File: config.mk
export PLATFORM = sky130hd
export DESIGN_NAME = eth_link_monitor
export DESIGN_NICKNAME = d
export VERILOG_FILES = /design/src/rtl/eth_link_monitor.sv
export SDC_FILE = /design/constraint.sdc
export NUM_CORES = 2
export LEC_CHECK = 0
export CAP_MARGIN = 30
export CORE_UTILIZATION = 45
export DETAILED_ROUTE_END_ITERATION = 16
export PLACE_DENSITY = 0.64
export SETUP_SLACK_MARGIN = 0.2
export SLEW_MARGIN = 25
export SYNTH_ARGS = -nofsm -noshare
export SYNTH_HDL_FRONTEND = slang
export SYNTH_SLANG_ARGS = --single-unit
File: constraint.sdc
create_clock -name eth_clk -period 2.74 [get_ports eth_clk]
set_clock_uncertainty 0.1 [all_clocks]
set_input_delay 0.411 -clock eth_clk [delete_from_list [all_inputs] [get_ports eth_clk]]
set_output_delay 0.411 -clock eth_clk [all_outputs]
set_load 0.1 [all_outputs]
File: src/rtl/eth_link_monitor.sv
// Per-port Ethernet link qualifier and statistics block.
// A per-port FSM debounces the MAC ready flag into a qualified link-up. Saturating
// counters track link flaps and RX/TX frames and errors seen on the AXIS taps.
// Status and counters are exposed on an APB slave that always inserts one wait state.
module eth_link_monitor #(
    parameter int          NUM_PORTS    = 4,
    parameter int          DEBOUNCE_CYC = 1024,
    parameter int          CNT_WIDTH    = 32,
    parameter logic [31:0] APB_BASE     = 32'h0
) (
    input  logic                 eth_clk,
    input  logic                 eth_rst,
    input  logic [NUM_PORTS-1:0] i_mac_rdy,
    input  logic [NUM_PORTS-1:0] i_rx_tvalid,
    input  logic [NUM_PORTS-1:0] i_rx_tlast,
    input  logic [NUM_PORTS-1:0] i_rx_tuser,
    input  logic [NUM_PORTS-1:0] i_tx_tvalid,
    input  logic [NUM_PORTS-1:0] i_tx_tready,
    input  logic [NUM_PORTS-1:0] i_tx_tlast,
    output logic [NUM_PORTS-1:0] o_eth_rdy,
    output logic [NUM_PORTS-1:0] o_link_chg,
    input  logic                 i_eth_apb_psel,
    input  logic                 i_eth_apb_penable,
    input  logic [31:0]          i_eth_apb_paddr,
    input  logic [31:0]          i_eth_apb_pwdata,
    input  logic                 i_eth_apb_pwrite,
    output logic                 o_eth_apb_pready,
    output logic [31:0]          o_eth_apb_prdata,
    output logic                 o_eth_apb_pserr
);

    localparam int                 TMR_W       = $clog2(DEBOUNCE_CYC);
    localparam logic [TMR_W-1:0]   TMR_LAST    = TMR_W'(DEBOUNCE_CYC - 1);
    localparam logic [3:0]         NUM_PORTS_L = 4'(NUM_PORTS);

    typedef enum logic [1:0] {
        ST_DOWN = 2'd0,
        ST_QUAL = 2'd1,
        ST_UP   = 2'd2
    } link_state_t;

    // ------------------------------------------------------------------
    // APB address decode
    // ------------------------------------------------------------------
    logic        apb_start;
    logic        base_hit;
    logic [2:0]  port_idx;
    logic [4:0]  reg_off;
    logic        port_ok;
    logic        off_ok;
    logic        is_ctrl;
    logic        acc_err;
    logic        ctrl_wr;
    logic [31:0] rd_data;
    logic [31:0] port_rd_data [NUM_PORTS];
    logic        pready_reg;
    logic        pserr_reg;
    logic [31:0] prdata_reg;
    logic        unused_pwdata;

    // An access is served in the first cycle psel&penable is seen; pready_reg blocks
    // the completion cycle from being mistaken for a new access.
    assign apb_start = i_eth_apb_psel & i_eth_apb_penable & ~pready_reg;
    assign base_hit  = (i_eth_apb_paddr[31:8] == APB_BASE[31:8]);
    assign port_idx  = i_eth_apb_paddr[7:5];
    assign reg_off   = i_eth_apb_paddr[4:0];
    assign port_ok   = ({1'b0, port_idx} < NUM_PORTS_L);
    assign off_ok    = (i_eth_apb_paddr[1:0] == 2'b00) && (reg_off <= 5'h14);
    assign is_ctrl   = (reg_off == 5'h14);
    // CTRL is the only writable register and it is write-only.
    assign acc_err   = ~base_hit | ~port_ok | ~off_ok
                     | (i_eth_apb_pwrite & ~is_ctrl)
                     | (~i_eth_apb_pwrite & is_ctrl);
    assign ctrl_wr   = apb_start & i_eth_apb_pwrite & ~acc_err & i_eth_apb_pwdata[0];
    assign unused_pwdata = ^i_eth_apb_pwdata[31:1];

    // Select the addressed port's register word
    always_comb begin
        rd_data = '0;
        for (int p = 0; p < NUM_PORTS; p++) begin
            if (port_idx == 3'(p)) begin
                rd_data = port_rd_data[p];
            end
        end
    end

    // APB response registers: one-cycle pready, data only on good reads
    always_ff @(posedge eth_clk) begin
        if (eth_rst) begin
            pready_reg <= 1'b0;
            pserr_reg  <= 1'b0;
            prdata_reg <= '0;
        end else begin
            pready_reg <= apb_start;
            pserr_reg  <= apb_start & acc_err;
            prdata_reg <= (apb_start & ~i_eth_apb_pwrite & ~acc_err) ? rd_data : 32'h0;
        end
    end

    assign o_eth_apb_pready = pready_reg;
    assign o_eth_apb_pserr  = pserr_reg;
    assign o_eth_apb_prdata = prdata_reg;

    // ------------------------------------------------------------------
    // Per-port link qualifier and counters
    // ------------------------------------------------------------------
    genvar gi;
    generate
        for (gi = 0; gi < NUM_PORTS; gi++) begin : g_port
            link_state_t          state_reg, state_next;
            logic [TMR_W-1:0]     timer_reg, timer_next;
            logic                 eth_rdy_reg;
            logic                 link_chg_reg;
            logic                 clr;
            logic                 flap_inc;
            logic                 rx_frm_inc;
            logic                 rx_err_inc;
            logic                 tx_frm_inc;
            logic [CNT_WIDTH-1:0] flap_cnt_reg;
            logic [CNT_WIDTH-1:0] rx_frm_reg;
            logic [CNT_WIDTH-1:0] rx_err_reg;
            logic [CNT_WIDTH-1:0] tx_frm_reg;

            assign clr        = ctrl_wr & (port_idx == 3'(gi));
            assign flap_inc   = (state_reg == ST_UP) & (state_next == ST_DOWN);
            assign rx_frm_inc = i_rx_tvalid[gi] & i_rx_tlast[gi];
            assign rx_err_inc = i_rx_tvalid[gi] & i_rx_tlast[gi] & i_rx_tuser[gi];
            assign tx_frm_inc = i_tx_tvalid[gi] & i_tx_tready[gi] & i_tx_tlast[gi];

            // Debounce FSM: qualify on a continuous high run, drop instantly on loss
            always_comb begin
                state_next = state_reg;
                timer_next = timer_reg;
                case (state_reg)
                    ST_DOWN: begin
                        if (i_mac_rdy[gi]) begin
                            state_next = ST_QUAL;
                            timer_next = '0;
                        end
                    end
                    ST_QUAL: begin
                        if (!i_mac_rdy[gi]) begin
                            state_next = ST_DOWN;
                            timer_next = '0;
                        end else if (timer_reg == TMR_LAST) begin
                            state_next = ST_UP;
                            timer_next = '0;
                        end else begin
                            timer_next = timer_reg + TMR_W'(1);
                        end
                    end
                    ST_UP: begin
                        if (!i_mac_rdy[gi]) begin
                            state_next = ST_DOWN;
                        end
                    end
                    default: begin
                        state_next = ST_DOWN;
                        timer_next = '0;
                    end
                endcase
            end

            // State, timer and registered link outputs (change in the same cycle)
            always_ff @(posedge eth_clk) begin
                if (eth_rst) begin
                    state_reg    <= ST_DOWN;
                    timer_reg    <= '0;
                    eth_rdy_reg  <= 1'b0;
                    link_chg_reg <= 1'b0;
                end else begin
                    state_reg    <= state_next;
                    timer_reg    <= timer_next;
                    eth_rdy_reg  <= (state_next == ST_UP);
                    link_chg_reg <= (state_next == ST_UP) != (state_reg == ST_UP);
                end
            end

            // Saturating statistics; a clear beats a same-cycle increment
            always_ff @(posedge eth_clk) begin
                if (eth_rst || clr) begin
                    flap_cnt_reg <= '0;
                    rx_frm_reg   <= '0;
                    rx_err_reg   <= '0;
                    tx_frm_reg   <= '0;
                end else begin
                    if (flap_inc && (flap_cnt_reg != '1)) flap_cnt_reg <= flap_cnt_reg + CNT_WIDTH'(1);
                    if (rx_frm_inc && (rx_frm_reg != '1)) rx_frm_reg   <= rx_frm_reg + CNT_WIDTH'(1);
                    if (rx_err_inc && (rx_err_reg != '1)) rx_err_reg   <= rx_err_reg + CNT_WIDTH'(1);
                    if (tx_frm_inc && (tx_frm_reg != '1)) tx_frm_reg   <= tx_frm_reg + CNT_WIDTH'(1);
                end
            end

            assign o_eth_rdy[gi]  = eth_rdy_reg;
            assign o_link_chg[gi] = link_chg_reg;

            assign port_rd_data[gi] =
                (reg_off == 5'h00) ? {30'b0, i_mac_rdy[gi], eth_rdy_reg} :
                (reg_off == 5'h04) ? 32'(flap_cnt_reg) :
                (reg_off == 5'h08) ? 32'(rx_frm_reg)   :
                (reg_off == 5'h0C) ? 32'(rx_err_reg)   :
                (reg_off == 5'h10) ? 32'(tx_frm_reg)   : 32'h0;
        end
    endgenerate

endmodule
Yosys cells after proc, flatten, opt, wreduce, memory -nomap -nowiden
Cells that the tools add are included.
- bits in registers: 602
- input port bits: 97
- logic and storage cells: 253
- $add $sub $neg: 20
- order comparisons: 2
- eq/ne operators: 48
- muxes and demuxes: 60
- bitwise logic cells: 50
- reductions and logical operators: 38
- operator list (operator ; count):
    two-way mux 32 bit ; 24
    adder 32 x 1 -> 32 bit (second input constant) ; 16
    inequality test 32 bit (second input constant) ; 16
    two-way mux 10 bit ; 12
    case mux 10 bit (3 select lines) ; 4
    adder 10 x 1 -> 10 bit (second input constant) ; 4
    == test 10 bit (second input constant) ; 4
    bitwise AND 1 bit ; 34
    two-way mux 2 bit ; 16
    logical NOT 24 bit ; 1
    case mux 2 bit (3 select lines) ; 4
    logical NOT 2 bit ; 9
    logical AND 1 bit ; 17
    == test 2 bit (second input constant) ; 8
    NOT 1 bit ; 12
    == test 5 x 4 -> 1 bit (second input constant) ; 2
    == test 5 bit (second input constant) ; 2
    == test 2 x 1 -> 1 bit (second input constant) ; 4
    inequality test 2 bit (second input constant) ; 4
    AND reduction 2 bit ; 4
    == test 3 x 2 -> 1 bit (second input constant) ; 2
    == test 5 x 3 -> 1 bit (second input constant) ; 1
    less-or-equal comparator 5 bit (second input constant) ; 1
    logical NOT 5 bit ; 1
    other kinds (7) ; 16

Logic depth before layout (Yosys ltp)
- depth in word-level cells: 11
- gate-level depth with buffers: 9
- gate-level depth less buffers: 6

Worst setup path after synthesis
OpenSTA, ideal clock, no wires.
- path kind: register to register
- start: reg pready_reg, in the netlist o_eth_apb_pready
- end: reg g_port[3].flap_cnt_reg[12]
- setup time: 0.117 ns
- arrival: 2.426 ns
- required time: 2.523 ns
- slack: 0.097 ns
- cell stages (with the launch flop): 8
- period minus slack after synthesis: 2.643 ns
- cells stage by stage: dfxtp_1 -> nand3b_1 -> or4_1 -> o41ai_2 -> buf_2 -> buf_2 -> buf_2 -> nor2_1
- cells in the longest elaborated chain, start to end: 7
- ends and longest elaborated chain (item ; RTL line ; RTL):
    from (decl) ; 56 ; logic pready_reg;
    from (signal assigned) ; 94 ; pready_reg <= apb_start;
    NOT 1 bit ; 63 ; assign apb_start = i_eth_apb_psel & i_eth_apb_penable & ~pready_reg;
    bitwise AND 1 bit ; 63 ;
    bitwise AND 1 bit (3 in a row) ; 74 ; assign ctrl_wr = apb_start & i_eth_apb_pwrite & ~acc_err & i_eth_apb_pwdata[0];
    bitwise AND 1 bit ; 124 ; assign clr = ctrl_wr & (port_idx == 3'(gi));
    logical OR 1 bit ; 181 ; if (eth_rst || clr) begin
    to (signal assigned) ; 187 ; if (flap_inc && (flap_cnt_reg != '1)) flap_cnt_reg <= flap_cnt_reg + CNT_WIDTH'(1);
    to (decl) ; 119 ; logic [CNT_WIDTH-1:0] flap_cnt_reg;
No other way between the ends.
A chain may end at the register's enable or synchronous reset.

Worst setup path after layout
- start: in i_eth_apb_paddr[0]
- end: reg prdata_reg[25], in the netlist o_eth_apb_prdata[25]
- cells in the longest elaborated chain, start to end: 10
- elaborated cells between the ends (all ways): 44
- classes of those cells: 1 x order compare; 5 x eq/ne; 24 x mux; 10 x bitwise; 4 x reduce/logical
- ends and longest elaborated chain (item ; RTL line ; RTL):
    from (decl) ; 24 ; input logic [31:0] i_eth_apb_paddr,
    == test 5 bit, or another cell as far along ; 202 ; (reg_off == 5'h10) ? 32'(tx_frm_reg) : 32'h0;
    two-way mux 32 bit or logical AND 1 bit (tied branches) ; 202, 68 ;
    two-way mux 32 bit or NOT 1 bit (tied branches) ; 201, 71 ;
    two-way mux 32 bit or OR 1 bit (tied branches) ; 200, 71 ;
    two-way mux 32 bit or OR 1 bit (tied branches) ; 199, 72 ;
    two-way mux 32 bit or OR 1 bit (tied branches) ; 198, 73 ;
    two-way mux 32 bit or NOT 1 bit (tied branches) ; 81, 96 ;
    two-way mux 32 bit or bitwise AND 1 bit (tied branches) ; 81, 96 ;
    two-way mux 32 bit or NOT 1 bit (tied branches) ; - ;
    two-way mux 32 bit or OR reduction 2 bit (tied branches) ; - ;
    to (signal assigned) ; 96 ; prdata_reg <= (apb_start & ~i_eth_apb_pwrite & ~acc_err) ? rd_data : 32'h0;
    to (decl) ; 58 ; logic [31:0] prdata_reg;
Parallel ways exist; a longest one is shown, timed or not.

==> impl_metrics.toml <==
[detailed_routing]
antenna_left = 0
vias = 35800
finalWirelength_um = 119000
firstDrtPassIters = 6
drtIter0Drc = 3347
viasPerCell = 6.34
post-route-drc-count = 0
wire_per_inst_um = 21.0

[placement]
dpl.hpwl_um = 88900
gp_congestion = 1.01
io_buffers = 107
preCtsSetupSlack_ps = -486
place_inst = 5521

[timing]
rsz0062_at_grt = "true"
slew_headroom = 0.549
fmaxAchievable_mhz = 382
period_minus_slack_ps = 2620
tightest_slew_ps = 676
setup_violations = 0
whs_ps = 43.3
fin_ws_ps = 123
hold_violations = 0
tns_ps = 0
fin_crit_sh = 0.955
drv_slew = 0

[cells_and_area]
drive_gt1_frac = 0.139
final_cell_count_no_fill = 5647
fill_cells = 7198
nNetsFinal = 4683
syn_to_final_growth_pct = 18.9

[worst_setup_path]
path_max_fanout = 7
worstSetupEndpointType = "flop"
reg2reg_slack_ps = 340
critical_path_class = "primary input to flop"
crit_arrival_ps = 3060
cp-start-kind = "primary input"
worstPathRequired_ps = 3180

[synthesis]
ys_warn_count = 0
synth_fp_nets = 4451
yosys.area.top_type = "dfxtp_1"
synth_area_mm2 = 0.0346
synth_area_leaders = "dfxtp_1 35%, a21oi_1 6.3%, o21ai_0 4.2%"
synthCells = 4334
ys_seq_area_frac = 0.349
ys.flop_type = "dfxtp_1"
yosysUniqueCellTypes = 92
ys_async_sr_fraction = 0
synth_edf_count = 0
ys_seq_elements = 602
synth_top_area_share = 0.349
syn_area_per_cell_um2 = 7.98

[clocking]
cts_buffers = 72
insertion_delay_ps = 640
cts_sinks = 602
htreeDepth = 3
cts_hold_buf = 0
cts_tree = "yes"
cts-root-buf = "clkbuf_16"
clock_path_buffers = 3
cts.reportedPaths.clkPinSlew_ps = 60

[run_status]
status = "finished, final reports clean"

[grt]
antenna_found_initial = 0
grt_max_degree = 47
overflow = 0
grt_pass1_wl_um = 183000
grt_use_total = 0.296
first_global_vias = 31900

[power_and_ir_drop]
power.leakage_nw = 12.9
peakVddDrop_mv = 0.468
power-per-cell-area_mw_per_mm2 = 474
p_total_mw = 19.5

[floorplanning]
die_h_um = 279
core_area_mm2 = 0.0759
die-area_mm2 = 0.0779
io_pins = 139
die_w_um = 279
core.rowCount = 101
initial_core_util = 0.455

[worst_hold_path]
hp-class = "primary input to flop"

[run]
cap_viol_max_count = 0
worst max-delay path: stages:
cell and delay, ps:
clkdlybuf4s50_1 440, buf_4 210, nor4_4 420, buf_4 250
buf_4 150, a32oi_1 200, o22ai_1 400, a222oi_1 220
a311oi_1 340
logic make-up (layout without fill, tap and decap cells):
family          count (synthesis)  count (layout)  synth area share
fa+ha+maj                      20              20           0.00724
buf+inv                       339             621            0.0428
other cells                     0               1                 0
simple gates                 1846            1846             0.296
xor+xnor                      107             107            0.0271
flops                         602             602             0.349
compound gates               1303            1303             0.242
mux                           117             117            0.0361
final timing paths:
| kind | start | end | depth (start not counted) |
|---|---|---|---|
| max reg2reg | g_port[1].flap_cnt_reg[8] | g_port[1].flap_cnt_reg[29] | 5 |
| min | eth_rst | g_port[2].timer_reg[9] | 2 |
| max | i_eth_apb_paddr[0] | o_eth_apb_prdata[25] | 9 |
| min reg2reg | g_port[0].rx_err_reg[9] | g_port[0].rx_err_reg[9] | 2 |
synthesized netlist by cell type, types with 46 or more instances:
cell and instances:
and3_1 65, mux2_2 62, nand3_1 258, xnor2_1 74, nor4_1 64, a21oi_1 438
nand2_1 345, buf_2 56, o31ai_1 138, and4_1 71, nor3_1 80, nand2b_1 54
clkbuf_1 162, or3_1 221, dfxtp_1 602, o21ai_0 289, inv_1 67, o211ai_1 46
mux2i_1 55, nand4_1 154, nor2_1 247, or4_1 146
through the flow:
step | cell area [um^2] | util
floorplan | 34600 | -
global placement | 38700 | 0.509
detailed placement | 38700 | 0.509
CTS | 41000 | 0.540
global route | 41100 | 0.541
finish | 41100 | 0.541
where the power goes:
group          internal (mW)  switching, mW
Combinational          0.460          0.697
Sequential              8.78         0.0279
Clock                   5.53           4.00
final cells by class:
cell class                 instances  area [um^2]  share of cell area
multi-input combinational       3393        21200               0.517
clock buffer                     106         2140              0.0521
sequential                       602        12100               0.293
inverter                          67          251             0.00612
clock inverter                    18          178             0.00432
tap                             1030         1290              0.0314
antenna                            1         2.50           0.0000609
timing repair buffer             430         3940              0.0959
layer usage:
layer,part of all wire,GRT usage,wire [um]
met5,0,0,0
met4,0.041,0.116,4870
met3,0.080,0.0469,9460
met2,0.44,0.456,51900
met1,0.44,0.411,52600
cells in the final DEF, fill, tap and decap left out, types with 74 or more instances in the layout:
| master | n |
|---|---|
| a21oi_1 | 437 |
| or4_1 | 144 |
| or3_1 | 220 |
| buf_4 | 322 |
| o31ai_1 | 138 |
| nor3_1 | 77 |
| dfxtp_1 | 601 |
| o21ai_0 | 288 |
| nand3_1 | 258 |
| nand4_1 | 154 |
| nor2_1 | 245 |
| nand2_1 | 345 |
| xnor2_1 | 74 |
timing repair:
action,in CTS,in global routing
cloned,0,0
endpoints found under the setup margin,3,35
gates resized for setup,3,20
buffers inserted,0,1
pin swaps,0,4
Note: power is estimated with default switching activity, not from simulation.
